`config.mk`:
```
export PLATFORM = sky130hd
export DESIGN_NAME = program_loader
export DESIGN_NICKNAME = d
export VERILOG_FILES = /design/src/rtl/loader_pkg.sv /design/src/rtl/loader_checksum.sv /design/src/rtl/program_loader.sv
export SDC_FILE = /design/constraint.sdc
export NUM_CORES = 1
export LEC_CHECK = 0
export ABC_CLOCK_PERIOD_IN_PS = 1900
export CAP_MARGIN = 20
export CORE_UTILIZATION = 30
export CTS_CLUSTER_DIAMETER = 150
export DETAILED_ROUTE_END_ITERATION = 8
export GPL_ROUTABILITY_DRIVEN = 0
export PLACE_DENSITY_LB_ADDON = 0.12
export SLEW_MARGIN = 25
export SYNTH_ARGS = -nofsm -noshare
export SYNTH_HDL_FRONTEND = slang
export SYNTH_SLANG_ARGS = --single-unit
export TNS_END_PERCENT = 30
```
`constraint.sdc`:
```
create_clock -name clock -period 1.9 [get_ports clock]
set_input_delay 0.285 -clock clock [delete_from_list [all_inputs] [get_ports clock]]
set_output_delay 0.285 -clock clock [all_outputs]
set_load 0.1 [all_outputs]
```
`src/rtl/loader_pkg.sv`:
```
// Shared state encoding and stream-format constants for the program loader.
package loader_pkg;

    localparam int BYTE_W     = 8;
    localparam int WORD_W     = 16;
    localparam bit HIGH_FIRST = 1'b1;

    typedef enum logic [2:0] {
        ST_IDLE,
        ST_COUNT,
        ST_HIGH,
        ST_LOW,
        ST_CHECK,
        ST_DONE,
        ST_ERROR
    } state_t;

    // Assemble a word from the two bytes in arrival order.
    function automatic logic [WORD_W-1:0] form_word(input logic [BYTE_W-1:0] first,
                                                    input logic [BYTE_W-1:0] second);
        return HIGH_FIRST ? {first, second} : {second, first};
    endfunction

endpackage

```
`src/rtl/loader_checksum.sv`:
```
// Running 8-bit XOR checksum: clear, seed with the count byte, accumulate data bytes.
module loader_checksum
    import loader_pkg::*;
(
    input  logic              clock,
    input  logic              reset,
    input  logic              i_clear,
    input  logic              i_seed_en,
    input  logic [BYTE_W-1:0] i_seed,
    input  logic              i_acc_en,
    input  logic [BYTE_W-1:0] i_byte,
    output logic [BYTE_W-1:0] o_sum
);

    logic [BYTE_W-1:0] r_sum;

    always_ff @(posedge clock or posedge reset) begin
        if (reset) begin
            r_sum <= '0;
        end else if (i_clear) begin
            r_sum <= '0;
        end else if (i_seed_en) begin
            r_sum <= i_seed;
        end else if (i_acc_en) begin
            r_sum <= r_sum ^ i_byte;
        end
    end

    assign o_sum = r_sum;

endmodule

```
`src/rtl/program_loader.sv`:
```
// Byte-stream program loader: count byte, C+1 words high byte first, optional checksum.
// Define PROGRAM_LOADER_CHECKSUM_EN to expect and verify a trailing XOR checksum byte.
module program_loader
    import loader_pkg::*;
#(
    parameter int DEPTH      = 256,
    parameter int ADDR_WIDTH = 16
) (
    input  logic                  clock,
    input  logic                  reset,
    input  logic                  start,
    input  logic                  byte_valid,
    input  logic [7:0]            byte_in,
    output logic                  write_enable,
    output logic [ADDR_WIDTH-1:0] write_address,
    output logic [15:0]           write_data,
    output logic                  busy,
    output logic                  done,
    output logic                  error
);

    state_t                r_state;
    logic [BYTE_W-1:0]     r_count;
    logic [BYTE_W-1:0]     r_hi;
    logic [ADDR_WIDTH-1:0] r_idx;
    logic                  w_start_ok;
    logic                  w_last;

    assign w_start_ok = start && (r_state == ST_IDLE || r_state == ST_DONE || r_state == ST_ERROR);
    assign w_last     = (r_idx == ADDR_WIDTH'(r_count));

`ifdef PROGRAM_LOADER_CHECKSUM_EN
    logic [BYTE_W-1:0] w_sum;
    logic              w_seed_en;
    logic              w_acc_en;

    assign w_seed_en = byte_valid && (r_state == ST_COUNT);
    assign w_acc_en  = byte_valid && (r_state == ST_HIGH || r_state == ST_LOW);

    loader_checksum u_checksum (
        .clock     (clock),
        .reset     (reset),
        .i_clear   (w_start_ok),
        .i_seed_en (w_seed_en),
        .i_seed    (byte_in),
        .i_acc_en  (w_acc_en),
        .i_byte    (byte_in),
        .o_sum     (w_sum)
    );
`endif

    always_ff @(posedge clock or posedge reset) begin
        if (reset) begin
            r_state       <= ST_IDLE;
            r_count       <= '0;
            r_hi          <= '0;
            r_idx         <= '0;
            write_enable  <= 1'b0;
            write_address <= '0;
            write_data    <= '0;
            busy          <= 1'b0;
            done          <= 1'b0;
            error         <= 1'b0;
        end else begin
            write_enable <= 1'b0;
            case (r_state)
                // Bytes arriving here, including one alongside start, are dropped.
                ST_IDLE, ST_DONE, ST_ERROR: begin
                    if (w_start_ok) begin
                        r_state <= ST_COUNT;
                        busy    <= 1'b1;
                        done    <= 1'b0;
                        error   <= 1'b0;
                    end
                end
                ST_COUNT: begin
                    if (byte_valid) begin
                        r_count <= byte_in;
                        r_idx   <= '0;
                        if (int'(byte_in) + 1 > DEPTH) begin
                            r_state <= ST_ERROR;
                            busy    <= 1'b0;
                            error   <= 1'b1;
                        end else begin
                            r_state <= ST_HIGH;
                        end
                    end
                end
                ST_HIGH: begin
                    if (byte_valid) begin
                        r_hi    <= byte_in;
                        r_state <= ST_LOW;
                    end
                end
                ST_LOW: begin
                    if (byte_valid) begin
                        write_enable  <= 1'b1;
                        write_address <= r_idx;
                        write_data    <= form_word(r_hi, byte_in);
                        r_idx         <= r_idx + 1'b1;
                        if (w_last) begin
`ifdef PROGRAM_LOADER_CHECKSUM_EN
                            r_state <= ST_CHECK;
`else
                            r_state <= ST_DONE;
                            busy    <= 1'b0;
                            done    <= 1'b1;
`endif
                        end else begin
                            r_state <= ST_HIGH;
                        end
                    end
                end
`ifdef PROGRAM_LOADER_CHECKSUM_EN
                // Words already written stay written whatever the verdict.
                ST_CHECK: begin
                    if (byte_valid) begin
                        busy <= 1'b0;
                        if (byte_in == w_sum) begin
                            r_state <= ST_DONE;
                            done    <= 1'b1;
                        end else begin
                            r_state <= ST_ERROR;
                            error   <= 1'b1;
                        end
                    end
                end
`endif
                default: r_state <= ST_IDLE;
            endcase
        end
    end

endmodule

```
-- Word-level counts from Yosys, hierarchy flattened
Cells that the tools add are included.
- register bits: 71
- input bits: 12
- output and inout bits: 36
- word-level logic and storage cells: 67
- add/subtract/negate cells: 2
- magnitude comparators: 1
- equal/unequal tests: 12
- multiplexer cells: 25
- reductions and logical operators: 17
- operators by type and width (kind ; count):
    16-bit 2-to-1 mux ; 2
    16-bit case mux with 2 select lines ; 1
    3-bit 2-to-1 mux ; 6
    16-bit by 1-bit adder with 16-bit output, second input constant ; 1
    16-bit by 8-bit == test with 1-bit output ; 1
    1-bit 2-to-1 mux ; 12
    2-bit != test, second input constant ; 6
    3-bit case mux with 4 select lines ; 1
    4-bit AND reduction ; 3
    8-bit by 1-bit adder with 9-bit output, second input constant ; 1
    9-bit greater-than comparator, second input constant ; 1
    3-bit by 2-bit == test with 1-bit output, second input constant ; 2
    3-bit == test, second input constant ; 2
    2-bit AND reduction ; 3
    6-bit AND reduction ; 1
    2-bit nonzero test ; 3
    1-bit case mux with 2 select lines ; 2
    3-bit by 1-bit == test with 1-bit output, second input constant ; 1
    3-bit logical NOT ; 1
    1-bit case mux with 3 select lines ; 1
    3-bit AND reduction ; 1
    3-bit nonzero test ; 1
    3-bit OR reduction ; 1
    1-bit logical OR ; 2
    1-bit logical AND ; 1

-- Longest topological paths before layout
Gate-level depths: netlist (run 1).
- word-level depth: 6
- mapped depth: 6
- gate-level depth less buffers: 5

-- Worst setup path after synthesis (run 1)
No wires, ideal clock.
- path type: register to register
- start: register r_idx[0]
- end: register r_idx[10]
- library setup time: 0.125 ns
- data arrival time: 1.394 ns
- required time: 1.775 ns
- path slack: 0.381 ns
- stages on the path, launching flop included: 7
- buffers on the path: 1
- period minus slack after synthesis: 1.519 ns
- cell sequence: dfrtp_1 ha_1 and3_1 buf_2 nand3_1 a21o_1 mux2_2
- word-level cells in the longest chain between the ends: 3
- ends and longest elaborated chain (element ; line ; text):
    start: declaration ; program_loader.sv:25 ; logic [ADDR_WIDTH-1:0] r_idx;
    start signal: assignment ; program_loader.sv:100 ; r_idx <= r_idx + 1'b1;
    16-bit by 1-bit adder with 16-bit output ; program_loader.sv:100 ;
    16-bit 2-to-1 mux ; program_loader.sv:96 ; if (byte_valid) begin
    16-bit case mux with 2 select lines ; program_loader.sv:66 ; case (r_state)
Every way passes these cells. The select of a mux whose other input is x is not followed.
A chain may end at the register's enable or synchronous reset.

-- Final worst setup path (run 1)
- start: register r_idx[15]
- end: register done
- word-level cells in the longest chain between the ends: 3
- ends and longest elaborated chain (element ; line ; text):
    16-bit by 8-bit == test with 1-bit output ; program_loader.sv:30 ; assign w_last = (r_idx == ADDR_WIDTH'(r_count));
    2-bit != test (no line) ; - ;
    4-bit AND reduction (no line) ; - ;
    end signal: assignment ; program_loader.sv:62 ; done <= 1'b0;
    end signal: assignment ; program_loader.sv:72 ; done <= 1'b0;
    end signal: assignment ; program_loader.sv:107 ; done <= 1'b1;
    end: declaration ; program_loader.sv:18 ; output logic done,
Every way passes these cells.

==> metrics.cfg, run 1 <==
[drt]
met1Wirelength_microns = 3780
wl_met3_microns = 250
wire_per_inst_microns = 14.3
drtIter0Drc = 102
wl_met2_microns = 3340
drc = 0
drt_wl_total_microns = 7500
drtPass1Iterations = 4
vias = 2475
vias_per_cell = 4.73
top_layer_used = met4
drtAntennaViolNets = 0

[global_route]
overflow = 0
grt_pass1_vias = 2489
grt_max_degree = 72
groute.usage.overall = 0.148
grt_pass1_wl_microns = 12800
antenna_found_initial = 0

[yosys]
async_reset_ff_frac = 1.00
synth-seq-cells = 71
synth-edff-count = 0
yosys_warnings = 0
syn_avg_cell_area_sq_um = 10.1
synth_cells = 321
synth_ff_type = dfrtp_1
syn_nets = 334
seq_area_frac_synth = 0.546
ys_types = 42
synth_area_sq_mm = 0.00326

[worst_setup_path]
cp_max_fo = 5
crit_required_ns = 2.19
rrSetupSlack_ns = 0.29
cp.arrival_ns = 1.90
reg2regPathDepth = 5
startpoint_type = flop
end_kind = flop
criticalPathCategory = flop to flop

[cts]
cts_root_buf = clkbuf_8
cts_setup_buffers = 0
cts.clk_slew.worst_paths_ns = 0.08
cts_resized = 0
max-clock-path-buffers = 2
cts_tree = built
insertion_delay_ns = 0.35
hold_buffers = 0
htreeDepth = 3
cts_sinks = 71
numCtsBuffers = 9

[place]
hpwl_microns = 5190
port_buffers = 47

[sta]
skew_ns = 0.0132
finalHoldViolations = 0
fin_crit_sh = 0.847
timing.setup.tns_ns = 0
relSlewSlack = 0.734
finalMaxSlewViolations = 0
worstMarginPinSlew_ns = 0.399
setup_viol = 0
hold_ws_ns = 0.379
fmax_mhz = 621
rsz0062_at_grt = false
period_needed_ns = 1.61

[floorplan]
coreArea_sq_mm = 0.0104
pin_count = 48
die_area_sq_mm = 0.0113
row_count = 37
die_y_microns = 106
start_util = 0.313
fp.dieW_microns = 106

[power]
p_leak_nw = 1.98
vdd_ir_drop_max_mv = 0.989
p_per_area_mw_per_mm2 = 1400

[min_path]
hold_class = primary input to async pin

[final_layout]
fill_cells = 1080
multiInputGateArea_sq_mm = 0.00134
regArea_sq_mm = 0.00178
layout-drive-gt1-share = 0.274
area_delta_synth_final_pct = 27.0
n_antenna_cell = 0
fin_nets = 395

[job]
cap_violations = 0

[status]
status = finished clean

## registers in the layout (all words and copies together) (netlist names)
register       count
done               1
r_count            8
r_state            3
error              1
busy               1
write_data        16
write_enable       1
r_hi               8
r_idx             16
write_address     16
## final timing paths
path | start | endpoint
worst max-delay path | r_idx[15]$_DFFE_PP0P_ | done$_DFFE_PP0P_
worst max register to register | r_idx[15]$_DFFE_PP0P_ | done$_DFFE_PP0P_
max in group asynchronous | reset | write_address[0]$_DFFE_PP0P_
worst min-delay path | reset | write_data[1]$_DFFE_PP0P_
min in group clock | r_hi[1]$_DFFE_PP0P_ | write_data[9]$_DFFE_PP0P_
worst min register to register | r_hi[1]$_DFFE_PP0P_ | write_data[9]$_DFFE_PP0P_
## critical path, stage by stage (launching register included)
cell     delay [ns]
dfrtp_1        0.45
nor4_2         0.31
nand2_1        0.19
nor4_1         0.36
buf_4          0.17
a21o_1         0.07
## report_power, final
group / internal (W) / switching (W) / leakage (nW)
Sequential: 0.00183 / 0.000221 / 0.900
Clock: 0.000646 / 0.000613 / 0.0912
Combinational: 0.000622 / 0.00187 / 0.988
## synth_stat cells, types with 3 or more instances
cell	count	share of area
dfrtp_1	71	0.55
xnor2_1	8	0.022
nor4_2	3	0.012
buf_4	6	0.014
nand4_1	6	0.012
and2_1	3	0.0058
and4_1	3	0.0081
a41oi_1	3	0.0081
a31oi_1	4	0.0077
o21ai_0	14	0.022
buf_2	9	0.014
o31ai_1	3	0.0069
nand2_1	113	0.13
a21o_1	4	0.0092
nand3_1	8	0.012
clkbuf_1	5	0.0058
xor2_1	3	0.0081
a21oi_1	5	0.0077
mux2_2	17	0.059
## area by class of cell
cell class,count,area share
Multi-Input combinational cell,225,0.323
Clock inverter,6,0.0166
Tap cell,136,0.0411
Sequential cell,71,0.430
Inverter,3,0.00363
Timing Repair Buffer,72,0.152
Clock buffer,10,0.0333
## layer usage
metal	track usage	up-vias
li1	-	1216
met1	0.217	1197
met2	0.212	51
met3	0.0239	11
met4	0.0655	0
met5	0	-
## cells in the final DEF, fill, tap and decap left out, drive strengths merged, types with 2 or more instances in the layout
master / Yosys / routed
clkinv: 2 / 2
and3b: 2 / 2
buf: 17 / 61
a41oi: 3 / 3
nand2: 113 / 113
nand3b: 2 / 2
clkdlybuf4s50: 0 / 11
and4: 3 / 3
nand3: 8 / 8
nand4: 6 / 6
nor4: 5 / 5
a22o: 2 / 2
o41ai: 2 / 2
o21ai: 14 / 14
nor3: 3 / 3
clkinvlp: 0 / 5
nor2: 3 / 3
and2: 4 / 4
a21oi: 5 / 5
xor2: 3 / 3
a21o: 4 / 4
mux2i: 2 / 2
and3: 2 / 2
xnor2: 8 / 8
o31ai: 3 / 3
mux2: 17 / 17
dfrtp: 71 / 71
a31oi: 4 / 4
a31o: 2 / 2
clkbuf: 5 / 10
## cells by family after synthesis
kind of cell,Yosys count,share of synthesized area
adder cells (fa/ha/maj),1,0.00384
XOR/XNOR,11,0.0296
AO/OA/AOI/OAI,42,0.0845
AND/OR/NAND/NOR,152,0.228
multiplexers,19,0.0649
flip-flops,71,0.546
buffers and inverters,25,0.0438
## per-stage QoR
| step | total power, W | cells | instance area [sq um] | setup slack [ns] | utilization |
|---|---|---|---|---|---|
| floorplan | 0.00400 | 321 | 3260 | 0.381 | - |
| global placement | 0.00457 | 507 | 3930 | 0.0379 | 0.377 |
| detailed placement | 0.00459 | 507 | 3930 | 0.0304 | 0.377 |
| CTS | 0.00588 | 523 | 4140 | 0.225 | 0.397 |
| global route | 0.00612 | 523 | 4140 | 0.140 | 0.397 |
| finish | 0.00581 | 523 | 4140 | 0.290 | 0.397 |
Note: power is estimated with default switching activity, not from simulation.
==> run 2, diff against run 1 <==
--- a/config.mk
+++ b/config.mk
@@ -5,7 +5,7 @@
 export SDC_FILE = /design/constraint.sdc
 export NUM_CORES = 1
 export LEC_CHECK = 0
-export ABC_CLOCK_PERIOD_IN_PS = 1900
+export ABC_CLOCK_PERIOD_IN_PS = 1300
 export CAP_MARGIN = 20
 export CORE_UTILIZATION = 30
 export CTS_CLUSTER_DIAMETER = 150
==> constraint.sdc (replaced) <==
create_clock -name clock -period 1.3 [get_ports clock]
set_input_delay 0.195 -clock clock [delete_from_list [all_inputs] [get_ports clock]]
set_output_delay 0.195 -clock clock [all_outputs]
set_load 0.1 [all_outputs]
==> run 2 against run 1 <==
Against the previous run:
- the flow now finishes with violations (negative setup slack)
- sequential cell count unchanged
- register-to-register slack lost 0.50 ns
- critical path depth did not move
- routed wire length is 12% higher
- fmax grew 6.8%
- worst setup slack worse by 0.50 ns
- sequential power grew 58%
- largest cell class unchanged
- largest power group unchanged
==> metrics.cfg, run 2 (synthesized netlist as in run 1, its figures left out) <==
[status]
status = finished, violations left  ; was finished clean
violations = negative setup slack

[power]
vdd_ir_drop_max_mv = 1.12  ; was 0.989 mV
p_leak_nw = 2.46  ; was 1.98 nW
p_per_area_mw_per_mm2 = 1920  ; was 1400 mW/mm^2

[worst_setup_path]
cp.arrival_ns = 1.73  ; was 1.90 ns
crit_required_ns = 1.52  ; was 2.19 ns
criticalPathCategory = flop to flop  ; unchanged
r2r_start = r_idx[5]$_DFFE_PP0P_  ; was r_idx[15]$_DFFE_PP0P_
end_kind = flop  ; unchanged
cp_max_fo = 4  ; was 5
reg2regPathDepth = 5  ; unchanged
timing.rr.end = r_state[1]$_DFFE_PP0P_  ; was done$_DFFE_PP0P_
endpoint = r_state[1]$_DFFE_PP0P_  ; was done$_DFFE_PP0P_
startpoint_type = flop  ; unchanged
critPathLaunch = r_idx[5]$_DFFE_PP0P_  ; was r_idx[15]$_DFFE_PP0P_
rrSetupSlack_ns = -0.21  ; was 0.29 ns

[drt]
vias_per_cell = 4.76  ; was 4.73
drtIter0Drc = 104  ; was 102
drt_wl_total_microns = 8400  ; was 7500 microns
drtAntennaViolNets = 0  ; unchanged
drtPass1Iterations = 4  ; unchanged
vias = 2682  ; was 2475
drc = 0  ; unchanged
wire_per_inst_microns = 14.9  ; was 14.3 microns

[final_layout]
final_common_cell = nand2_1  ; unchanged
layout-drive-gt1-share = 0.426  ; was 0.274
utilization = 0.504  ; was 0.397
area_delta_synth_final_pct = 61.3  ; was 27.0%
final_cell_mix = 111 x nand2_1, 65 x dfrtp_1, 46 x buf_4, 42 x buf_12, 16 x mux2_4  ; was 113 x nand2_1, 71 x dfrtp_1, 56 x buf_4, 17 x mux2_2, 14 x o21ai_0
reg_top3 = r_idx: 16 flops, write_address: 16 flops, write_data: 16 flops  ; unchanged
n_antenna_cell = 0  ; unchanged
final_cell_area_sq_mm = 0.00525  ; was 0.00414 sq mm
fin_nets = 435  ; was 395
instances_no_fill = 563  ; was 523

[cts]
cts_root_buf = clkbuf_8  ; unchanged
insertion_delay_ns = 0.36  ; was 0.35 ns
cts_sinks = 71  ; unchanged
cts_tree = built  ; unchanged
cts.clk_slew.worst_paths_ns = 0.08  ; about the same
htreeDepth = 3  ; unchanged
numCtsBuffers = 9  ; unchanged
hold_buffers = 0  ; unchanged
max-clock-path-buffers = 2  ; unchanged

[sta]
timing.setup.tns_ns = -3.07  ; was 0 ns
worstMarginPinSlew_ns = 0.357  ; was 0.399 ns
fin_crit_sh = 1.16  ; was 0.847
setup_viol = 34  ; was 0
period_needed_ns = 1.51  ; was 1.61 ns
relSlewSlack = 0.760  ; was 0.734
skew_ns = 0.0135  ; was 0.0132 ns
finalHoldViolations = 0  ; unchanged
postLayoutSetupSlackWorst_ns = -0.208  ; was 0.290 ns
rsz0062_at_grt = true  ; was false
finalMaxSlewViolations = 0  ; unchanged
fmax_mhz = 663  ; was 621 MHz

[global_route]
grt_pass1_wl_microns = 13900  ; was 12800 microns
overflow = 0  ; unchanged
grt_max_degree = 38  ; was 72
antenna_found_initial = 0  ; unchanged
groute.usage.overall = 0.160  ; was 0.148
grt_pass1_vias = 2708  ; was 2489

[floorplan]
pin_count = 48  ; unchanged
die_y_microns = 106  ; unchanged
row_count = 37  ; unchanged
die_area_sq_mm = 0.0113  ; unchanged
start_util = 0.313  ; unchanged
coreArea_sq_mm = 0.0104  ; unchanged
fp.dieW_microns = 106  ; unchanged

[job]
cap_violations = 0  ; unchanged

[place]
port_buffers = 47  ; unchanged
dp_cells = 534  ; was 507
placed_cell_area_sq_mm = 0.00458  ; was 0.00393 sq mm
hpwl_microns = 5650  ; was 5190 microns

[min_path]
hold_class = primary input to async pin  ; unchanged

## run 2: changes by cell type in the layout (fill, tap and decap cells not counted), sizes merged
cell	delta
buf	+40
clkinvlp	-3
clkinv	+2
bufinv	+1
clkbuf	+1
clkdlybuf4s50	-1
dlygate4sd2	+1
inv	-1
## run 2: through the flow
step	power (W)	hold slack, ns	setup slack, ns
floorplan	0.00584	0.300	-0.219
finish	0.0101	0.259	-0.208
global placement	0.00761	0.458	-0.499
global route	0.0105	0.265	-0.274
CTS	0.00999	0.262	-0.166
detailed placement	0.00766	0.462	-0.540
## run 2: critical path, stage by stage (launching register included)
cell	delay [ns]
dfrtp_1	0.43
buf_6	0.15
xnor2_4	0.15
nand3_2	0.11
nor4_4	0.41
a21oi_1	0.11
## run 2: cell type report
class	instances	area, sq um
clock inverter	5	81.3
multi-input combinational	225	1610
timing repair buffer	112	1450
sequential	71	1780
fill	947	5160
tap	136	170
clock buffer	11	141
inverter	3	16.3
## run 2: worst min path at each step
stage	to	slack, ns
4_1_cts	write_address[12]$_DFFE_PP0P_	0.26
2_1_floorplan	write_data[0]$_DFFE_PP0P_	0.30
6_report	write_address[12]$_DFFE_PP0P_	0.26
3_3_place_gp	write_data[14]$_DFFE_PP0P_	0.46
3_5_place_dp	write_data[14]$_DFFE_PP0P_	0.46
5_1_grt	write_data[2]$_DFFE_PP0P_	0.27
## run 2: timing repair
item | CTS | global route
resized for setup | 51 | 32
gates cloned | 0 | 0
endpoints found under the setup margin | 67 | 55
pin swaps | 20 | 10
setup buffers | 4 | 10
## run 2: power breakdown
part           leakage (nW)  switching (W)  total [W]  internal [W]
Sequential            0.892       0.000541    0.00323       0.00268
Combinational          1.46        0.00286    0.00486       0.00200
Clock                 0.110       0.000859    0.00199       0.00113
## run 2: metal layers
layer	vias up	GRT usage	routed length (microns)
li1	1303	-	-
met1	1320	0.211	3970
met2	45	0.253	4040
met3	14	0.0405	271
met4	0	0.0536	120
met5	-	0	0
